===== config.mk =====
export PLATFORM = sky130hd
export DESIGN_NAME = latch_bank_ctrl
export DESIGN_NICKNAME = d
export VERILOG_FILES = /design/src/rtl/latch_bank_ctrl_pkg.sv /design/src/rtl/latch_bank_ctrl_arb.sv /design/src/rtl/latch_bank_ctrl.sv
export SDC_FILE = /design/constraint.sdc
export NUM_CORES = 1
export LEC_CHECK = 0
export CORE_MARGIN = 8
export CORE_UTILIZATION = 43
export CTS_BUF_LIST = sky130_fd_sc_hd__clkbuf_4 sky130_fd_sc_hd__clkbuf_8
export CTS_CLUSTER_DIAMETER = 80
export DETAILED_ROUTE_END_ITERATION = 10
export GPL_TIMING_DRIVEN = 0
export PLACE_DENSITY = 0.82
export SYNTH_ARGS = -nofsm -noshare
export SYNTH_HDL_FRONTEND = slang
export SYNTH_SLANG_ARGS = --single-unit

===== constraint.sdc =====
create_clock -name clk -period 2 [get_ports clk]
set_input_delay 0.2 -clock clk [delete_from_list [all_inputs] [get_ports clk]]
set_output_delay 0.2 -clock clk [all_outputs]
set_load 0.01 [all_outputs]

===== src/rtl/latch_bank_ctrl_pkg.sv =====
// latch_bank_ctrl_pkg: shared FSM state type, counter width and index-width helper
package latch_bank_ctrl_pkg;
  typedef enum logic [1:0] {IDLE, SETUP, OPEN, HOLD} state_e;
  localparam int CNT_W = 4;
  function automatic int idx_w(int n);
    return (n > 1) ? $clog2(n) : 1;
  endfunction
endpackage


===== src/rtl/latch_bank_ctrl_arb.sv =====
// rr_arbiter: round-robin arbiter from ptr_i; LATCH_BANK_CTRL_FIXED_PRIO_EN makes lowest index win
module rr_arbiter
  import latch_bank_ctrl_pkg::*;
#(
  parameter int NUM_REQ = 4
) (
  input  logic [NUM_REQ-1:0]         req_i,
  input  logic [idx_w(NUM_REQ)-1:0]  ptr_i,
  output logic [NUM_REQ-1:0]         gnt_o,
  output logic [idx_w(NUM_REQ)-1:0]  idx_o
);
  localparam int IW = idx_w(NUM_REQ);
  // scan from farthest to nearest candidate so the nearest valid one is written last
  always_comb begin
    idx_o = '0;
`ifdef LATCH_BANK_CTRL_FIXED_PRIO_EN
    for (int i = NUM_REQ - 1; i >= 0; i--) idx_o = req_i[i] ? IW'(i) : idx_o;
`else
    for (int i = NUM_REQ - 1; i >= 0; i--)
      idx_o = req_i[(int'(ptr_i) + i) % NUM_REQ] ? IW'((int'(ptr_i) + i) % NUM_REQ) : idx_o;
`endif
    gnt_o = (|req_i) ? (NUM_REQ'(1) << idx_o) : '0;
  end
endmodule


===== src/rtl/latch_bank_ctrl.sv =====
// latch_bank_ctrl: sequences glitch-free writes into a latch bank; LATCH_BANK_CTRL_FIXED_PRIO_EN selects fixed priority
module latch_bank_ctrl
  import latch_bank_ctrl_pkg::*;
#(
  parameter int NUM_REQ     = 4,
  parameter int NUM_LAT     = 8,
  parameter int DATA_W      = 8,
  parameter int OPEN_CYCLES = 1
) (
  input  logic                               clk,
  input  logic                               rst_n,
  input  logic [NUM_REQ-1:0]                 req_valid,
  input  logic [NUM_REQ*$clog2(NUM_LAT)-1:0] req_addr,
  input  logic [NUM_REQ*DATA_W-1:0]          req_data,
  output logic [NUM_REQ-1:0]                 req_ready,
  output logic [DATA_W-1:0]                  lat_data_out,
  output logic [NUM_LAT-1:0]                 lat_en_out,
  output logic [$clog2(NUM_REQ)-1:0]         grant_id_out,
  output logic                               busy_out
);
  localparam int AW    = idx_w(NUM_LAT);
  localparam int IW    = idx_w(NUM_REQ);
  localparam int DEC_W = 1 << AW;
  state_e             state_q, state_d;
  logic [CNT_W-1:0]   cnt_q, cnt_d;
  logic [AW-1:0]      addr_q;
  logic [DATA_W-1:0]  data_q;
  logic [IW-1:0]      gid_q, ptr_q, win_idx;
  logic [NUM_REQ-1:0] gnt;
  logic [NUM_LAT-1:0] en_q;
  logic [DEC_W-1:0]   dec;
  logic               accept;
  rr_arbiter #(.NUM_REQ(NUM_REQ)) u_arb (
    .req_i (req_valid),
    .ptr_i (ptr_q),
    .gnt_o (gnt),
    .idx_o (win_idx)
  );
  assign accept = (state_q == IDLE) && (|gnt);
  // out-of-range addresses decode above NUM_LAT and are cut off by the slice
  assign dec = DEC_W'(1) << addr_q;
  // state and open-cycle counter registers
  always_ff @(posedge clk or negedge rst_n) begin
    if (!rst_n) begin
      state_q <= IDLE;
      cnt_q   <= '0;
    end else begin
      state_q <= state_d;
      cnt_q   <= cnt_d;
    end
  end
  // next-state: IDLE -> SETUP -> OPEN (OPEN_CYCLES) -> HOLD -> IDLE
  always_comb begin
    state_d = state_q;
    cnt_d   = cnt_q;
    case (state_q)
      IDLE:  state_d = accept ? SETUP : IDLE;
      SETUP: begin
        state_d = OPEN;
        cnt_d   = CNT_W'(OPEN_CYCLES - 1);
      end
      OPEN: begin
        state_d = (cnt_q == '0) ? HOLD : OPEN;
        cnt_d   = (cnt_q == '0) ? cnt_q : cnt_q - 1'b1;
      end
      HOLD:  state_d = IDLE;
    endcase
  end
  // outputs decoded from the current state
  always_comb begin
    req_ready = (state_q == IDLE) ? gnt : '0;
    busy_out  = state_q != IDLE;
  end
  // capture the winning request; data stays on the bus until the next accept
  always_ff @(posedge clk or negedge rst_n) begin
    if (!rst_n) begin
      addr_q <= '0;
      data_q <= '0;
      gid_q  <= '0;
    end else if (accept) begin
      addr_q <= req_addr[int'(win_idx)*AW +: AW];
      data_q <= req_data[int'(win_idx)*DATA_W +: DATA_W];
      gid_q  <= win_idx;
    end
  end
  // enable is registered from the next state so it only rises after SETUP and falls before HOLD
  always_ff @(posedge clk or negedge rst_n) begin
    if (!rst_n) en_q <= '0;
    else        en_q <= (state_d == OPEN) ? dec[NUM_LAT-1:0] : '0;
  end
`ifdef LATCH_BANK_CTRL_FIXED_PRIO_EN
  assign ptr_q = '0;
`else
  // round-robin pointer moves past the last winner
  always_ff @(posedge clk or negedge rst_n) begin
    if (!rst_n)      ptr_q <= '0;
    else if (accept) ptr_q <= (int'(win_idx) == NUM_REQ - 1) ? '0 : win_idx + 1'b1;
  end
`endif
  assign lat_data_out = data_q;
  assign lat_en_out   = en_q;
  assign grant_id_out = gid_q;
endmodule


# After elaboration in Yosys (flattened, before gate mapping)
# Cells that the tools add are included.
# classes
addsub	5
reduce_logical	11
n_div	0
order_cmp	4
mul	1
bitwise_logic	3
n_eq_ne	6
shift	4
n_mux	24
# op_table
cell	n
variable part select 32 x 6 -> 8 bit	1
less-than comparator 3 x 4 -> 1 bit, second input constant	3
two-way mux 4 bit	3
variable part select 12 x 5 -> 3 bit	1
two-way mux 2 bit	5
two-way mux 1 bit	9
binary-select mux 1 bit (select 2 bit)	4
two-way mux 8 bit	1
case mux 2 bit (4 select lines)	1
case mux 4 bit (2 select lines)	1
OR reduction 4 bit	2
<< shifter 1 x 3 -> 8 bit, first input constant	1
== test 2 bit, second input constant	3
OR reduction 2 bit	3
adder 2 x 1 -> 2 bit, second input constant	2
adder 2 bit, second input constant	2
== test 2 x 1 -> 1 bit, second input constant	2
zero test 4 bit	1
multiplier 2 x 2 -> 4 bit, second input constant	1
nonzero test 2 bit	2
<< shifter 1 x 2 -> 4 bit, first input constant	1
subtractor 4 x 1 -> 4 bit, second input constant	1
AND 1 bit, first input constant	3
less-than comparator 2 x 3 -> 1 bit, second input constant	1
4 further kinds	4
# word_totals
in_bits	50
latchBits	0
rom_bits	0
ram_bits	0
word_cells	65
register_bits	29
out_inout_bits	23
mem_count	0

# Logic depth before layout (Yosys ltp)
# logic_depth
ltp_word	18
depth_mapped	8

# By module
# A second synthesis with hierarchy kept.
# hier_totals
hier_cells	138
hier_area_um2	1704.1
# by_module_without_submodules
module	n_inst	cells_per_inst	seq_area_each_um2	area_per_inst_um2
latch_bank_ctrl	1	107	725.7	1500.2
rr_arbiter	1	31	0.0	203.9

# Worst setup path after synthesis
# OpenSTA, ideal clock, no wires.
# synth_timing
path_kind	register -> register
from	register state_q[0]
to	register en_q[3], in the netlist lat_en_out[3]
slack_ns	0.309
period_less_slack_ns	1.691
path_buffers	0
t_arrival_ns	1.569
required_time_ns	1.878
setup_ns	0.122
path_stages_with_launch	8
path_cell_list	dfrtp_1 -> inv_1 -> ha_1 -> inv_1 -> or4b_1 -> o21a_1 -> nand3b_1 -> nor2_1
# synth_between
elab_chain_cells	6
# synth_lines
element	line	source
from (decl)	latch_bank_ctrl.sv:24	state_e state_q, state_d;
from (signal assigned)	latch_bank_ctrl.sv:48	state_q <= state_d;
zero test 2 bit	latch_bank_ctrl.sv:39, latch_bank_ctrl.sv:56	
logical AND 1 bit	latch_bank_ctrl.sv:39	assign accept = (state_q == IDLE) && (|gnt);
two-way mux 1 bit	latch_bank_ctrl.sv:57	IDLE: state_d = accept ? SETUP : IDLE;
case mux 2 bit (4 select lines) (*)	latch_bank_ctrl.sv:56	case (state_q)
== test 2 bit (*)	latch_bank_ctrl.sv:89	else en_q <= (state_d == OPEN) ? dec[NUM_LAT-1:0] : '0;
two-way mux 8 bit (*)	latch_bank_ctrl.sv:89	
to (signal assigned)	latch_bank_ctrl.sv:89	
to (decl)	latch_bank_ctrl.sv:30	logic [NUM_LAT-1:0] en_q;
# Every way passes the cells marked *; elsewhere a longest branch is shown, timed or not.
# A chain may end at the register's enable or synchronous reset.

# Worst setup path after layout
# layout_timing
from	register state_q[1]
to	output req_ready[2]
# layout_between
elab_chain_cells	2
# layout_lines
element	line	source
zero test 2 bit	latch_bank_ctrl.sv:71	req_ready = (state_q == IDLE) ? gnt : '0;
two-way mux 4 bit	latch_bank_ctrl.sv:71	
to (decl)	latch_bank_ctrl.sv:15	output logic [NUM_REQ-1:0] req_ready,
# Every way passes these cells.

==> results_dict.tcl <==
set metrics [dict create \
    io_pins 73 \
    cpPeakStageDelay_ns 0.39 \
    grt_pass1_vias 1607 \
    postSynthCellCount 173 \
    cp.arrival_ns 1.71 \
    crit_chain "inv_2 > ha_4 > o41ai_2 > or3_4 > clkbuf_8 > nor2_2 > buf_2" \
    seq_power_share 0.297 \
    cpMaxStageDelayCell "dfrtp_1" \
    drive_gt1_frac 0.133 \
    placed_cell_area_mm2 0.00240 \
    reg2reg_to "lat_en_out[4]$_DFF_PN0_" \
    mostFrequentLayoutCell "clkdlybuf4s50_1" \
    core_area_mm2 0.00363 \
    grt_max_degree 30 \
    postRouteAntennaNets 0 \
    p_per_area_mw_per_mm2 1280 \
    num-nets-final 309 \
    r2r_cells 7 \
    hold_violations 0 \
    insertedDiodeCount 0 \
    synth_flop_cell "dfrtp_1" \
    cap_violations 0 \
    irDropWorstVdd_v 0.000556 \
    area.growth.synth_to_final_pct 58.8 \
    setup_violations 0 \
    synth-seq-cells 29 \
    wl_per_cell_um 14.0 \
    ys_types 35 \
    cts.clk_slew.worst_paths_ns 0.06 \
    switching_share 0.374 \
    firstDrtPassIters 4 \
    htreeDepth 2 \
    wl_met1_um 1620 \
    start_util 0.445 \
    finalMaxSlewViolations 0 \
    max_freq_mhz 522 \
    final_cells 304 \
    cts-root-buf "clkbuf_8" \
    grt_pass1_wl_um 7070 \
    stdcell_area_mm2 0.00257 \
    fill_cells 300 \
    r2r-start "state_q[0]$_DFF_PN0_" \
    yosysSeqAreaShare 0.449 \
    outcome "complete, no violations" \
    ff2ff_setup_slack_ns 0.13 \
    dr_wl_met2_um 2220 \
    synth_warnings 0 \
    drc_errors 0 \
    synth-edff-count 0 \
    synthArstFlopShare 1.00 \
    rsz0062_at_grt "no" \
    share_comb_of_total_power 0.555 \
    period_needed_ns 1.91 \
    startpoint_type "flop" \
    syn_nets 226 \
    antenna_found_initial 0 \
    grt.total_usage 0.143 \
    netSwitchingPower_mw 1.23 \
    p_leak_nw 1.16 \
    die_w_um 77.3 \
    worstHoldPathType "in2async" \
    top_layer "met4" \
    vias 1529 \
    clkSinkCount 29 \
    insertion_delay_ns 0.27 \
    drt_iter0_drc 48 \
    cts_tree "done" \
    critical_path_class "reg2out" \
    gp_congestion 0.746 \
    std_cell_rows 22 \
    p_int_mw 2.06 \
    die_area_mm2 0.00598 \
    die_h_um 77.3 \
    syn_area_per_cell_um2 9.35 \
    required_ns 1.80 \
    grt_overflow_total 0 \
    worstMarginPinSlew_ns 0.609 \
    io_buffers 72 \
    slew_headroom 0.594 \
    placed_cells 293 \
    wl_um 4250 \
    wl_met3_um 378 \
    crit_path_end_kind "output port" \
    cp_max_fo 10 \
    pwr-share-clk 0.148 \
    cts_buffers 5 \
    final_cell_mix "63 x clkdlybuf4s50_1, 28 x dfrtp_1, 22 x nand2_1, 15 x o21ai_0" \
    syn-cell-area_mm2 0.00162 \
    skew_ns 0.00623 \
    period_share 0.957 \
    hpwl_um 3370 \
    cts_buffer_depth 2 \
    via_per_inst 5.03 \
]
==> metrics by stage <==
| stage | util | power [mW] | hold slack (ns) | setup WS [ns] | setup TNS [ns] |
|---|---|---|---|---|---|
| finish | 0.707 | 3.29 | 0.479 | 0.0860 | 0 |
| global route | 0.707 | 3.56 | 0.517 | 0.0113 | 0 |
| CTS | 0.700 | 3.26 | 0.497 | 0.00206 | 0 |
| detailed placement | 0.660 | 2.65 | 0.485 | -0.597 | -3.43 |
| global placement | 0.660 | 2.60 | 0.466 | -0.614 | -2.92 |
| floorplan | - | 1.97 | -0.0956 | 0.309 | 0 |
==> power groups by stage <==
| stage | Sequential, mW | Clock [mW] | Combinational (mW) |
|---|---|---|---|
| 2_1_floorplan | 1.02 | 0 | 0.945 |
| 3_3_place_gp | 0.969 | 0 | 1.63 |
| 3_5_place_dp | 0.979 | 0 | 1.67 |
| 4_1_cts | 0.974 | 0.491 | 1.79 |
| 5_1_grt | 1.01 | 0.529 | 2.02 |
| 6_report | 0.979 | 0.487 | 1.83 |
==> flip-flops by register name, summed over array words and instances (netlist names) <==
| register | cells |
|---|---|
| lat_data_out | 8 |
| lat_en_out | 8 |
| cnt_q | 4 |
| addr_q | 3 |
| grant_id_out | 2 |
| ptr_q | 2 |
| state_q | 2 |
==> cells by family (layout without fill, tap and decap cells) <==
| group | count (synthesis) | in the layout | synth area share |
|---|---|---|---|
| and+or+nand+nor | 61 | 61 | 0.193 |
| AOI/OAI and AO/OA | 48 | 48 | 0.201 |
| muxes | 12 | 12 | 0.0742 |
| buffers and inverters | 19 | 102 | 0.0549 |
| DFF | 29 | 29 | 0.449 |
| adders and majority gates | 3 | 3 | 0.0232 |
| xor gates and xnor gates | 1 | 1 | 0.00541 |
==> synth_stat cells, types with 2 or more instances <==
cell / instances / area [µm²]
nor2_1: 8 / 30.0
inv_1: 9 / 33.8
buf_2: 2 / 10.0
buf_6: 2 / 22.5
nor3_1: 3 / 15.0
nand3_1: 2 / 10.0
and3_1: 11 / 68.8
o211ai_1: 11 / 82.6
ha_1: 3 / 37.5
o21ai_0: 15 / 75.1
a21boi_0: 13 / 97.6
mux2i_1: 12 / 120
nor2b_1: 3 / 18.8
nand2_1: 22 / 82.6
clkbuf_1: 5 / 18.8
dfrtp_1: 29 / 726
nand2b_1: 5 / 31.3
==> critical path, delay by kind of cell (launching register included) <==
family / cells / cell delay, ns
and+or+nand+nor: 2 / 0.44
DFF: 1 / 0.39
buffers and inverters: 3 / 0.38
adders and majority gates: 1 / 0.15
AOI/OAI and AO/OA: 1 / 0.08
==> area by class of cell <==
cell class              instances  area (µm²)  area share
inverters                       9        33.8      0.0132
multi-input cells             125         858       0.334
flip-flops and latches         29         727       0.283
repair buffers                 78         738       0.287
plain buffers                   8        61.3      0.0239
clock buffers                   7        90.1      0.0351
well taps                      48        60.1      0.0234
==> routing by layer <==
metal | GRT usage | vias to the layer above
li1 | - | 773
met1 | 0.143 | 703
met2 | 0.252 | 51
met3 | 0.0737 | 2
met4 | 0.0453 | 0
met5 | 0 | -
==> worst max path at each step <==
| stage | start | end | slack (ns) |
|---|---|---|---|
| finish | state_q[1]$_DFF_PN0_ | req_ready[2] | 0.09 |
| detailed placement | req_valid[2] | req_ready[2] | -0.60 |
| global route | state_q[1]$_DFF_PN0_ | req_ready[2] | 0.01 |
| floorplan | state_q[0]$_DFF_PN0_ | lat_en_out[3]$_DFF_PN0_ | 0.31 |
| global placement | req_valid[2] | req_ready[2] | -0.61 |
| CTS | state_q[0]$_DFF_PN0_ | req_ready[2] | 0.002 |
==> timing repair <==
action	CTS	global route
gates resized for setup	29	11
setup endpoints to repair	4	17
setup buffers	2	3
hold buffers	0	1
hold endpoints to repair	0	29
pin swaps	3	2
No activity file was read; power rests on OpenSTA's default activity.
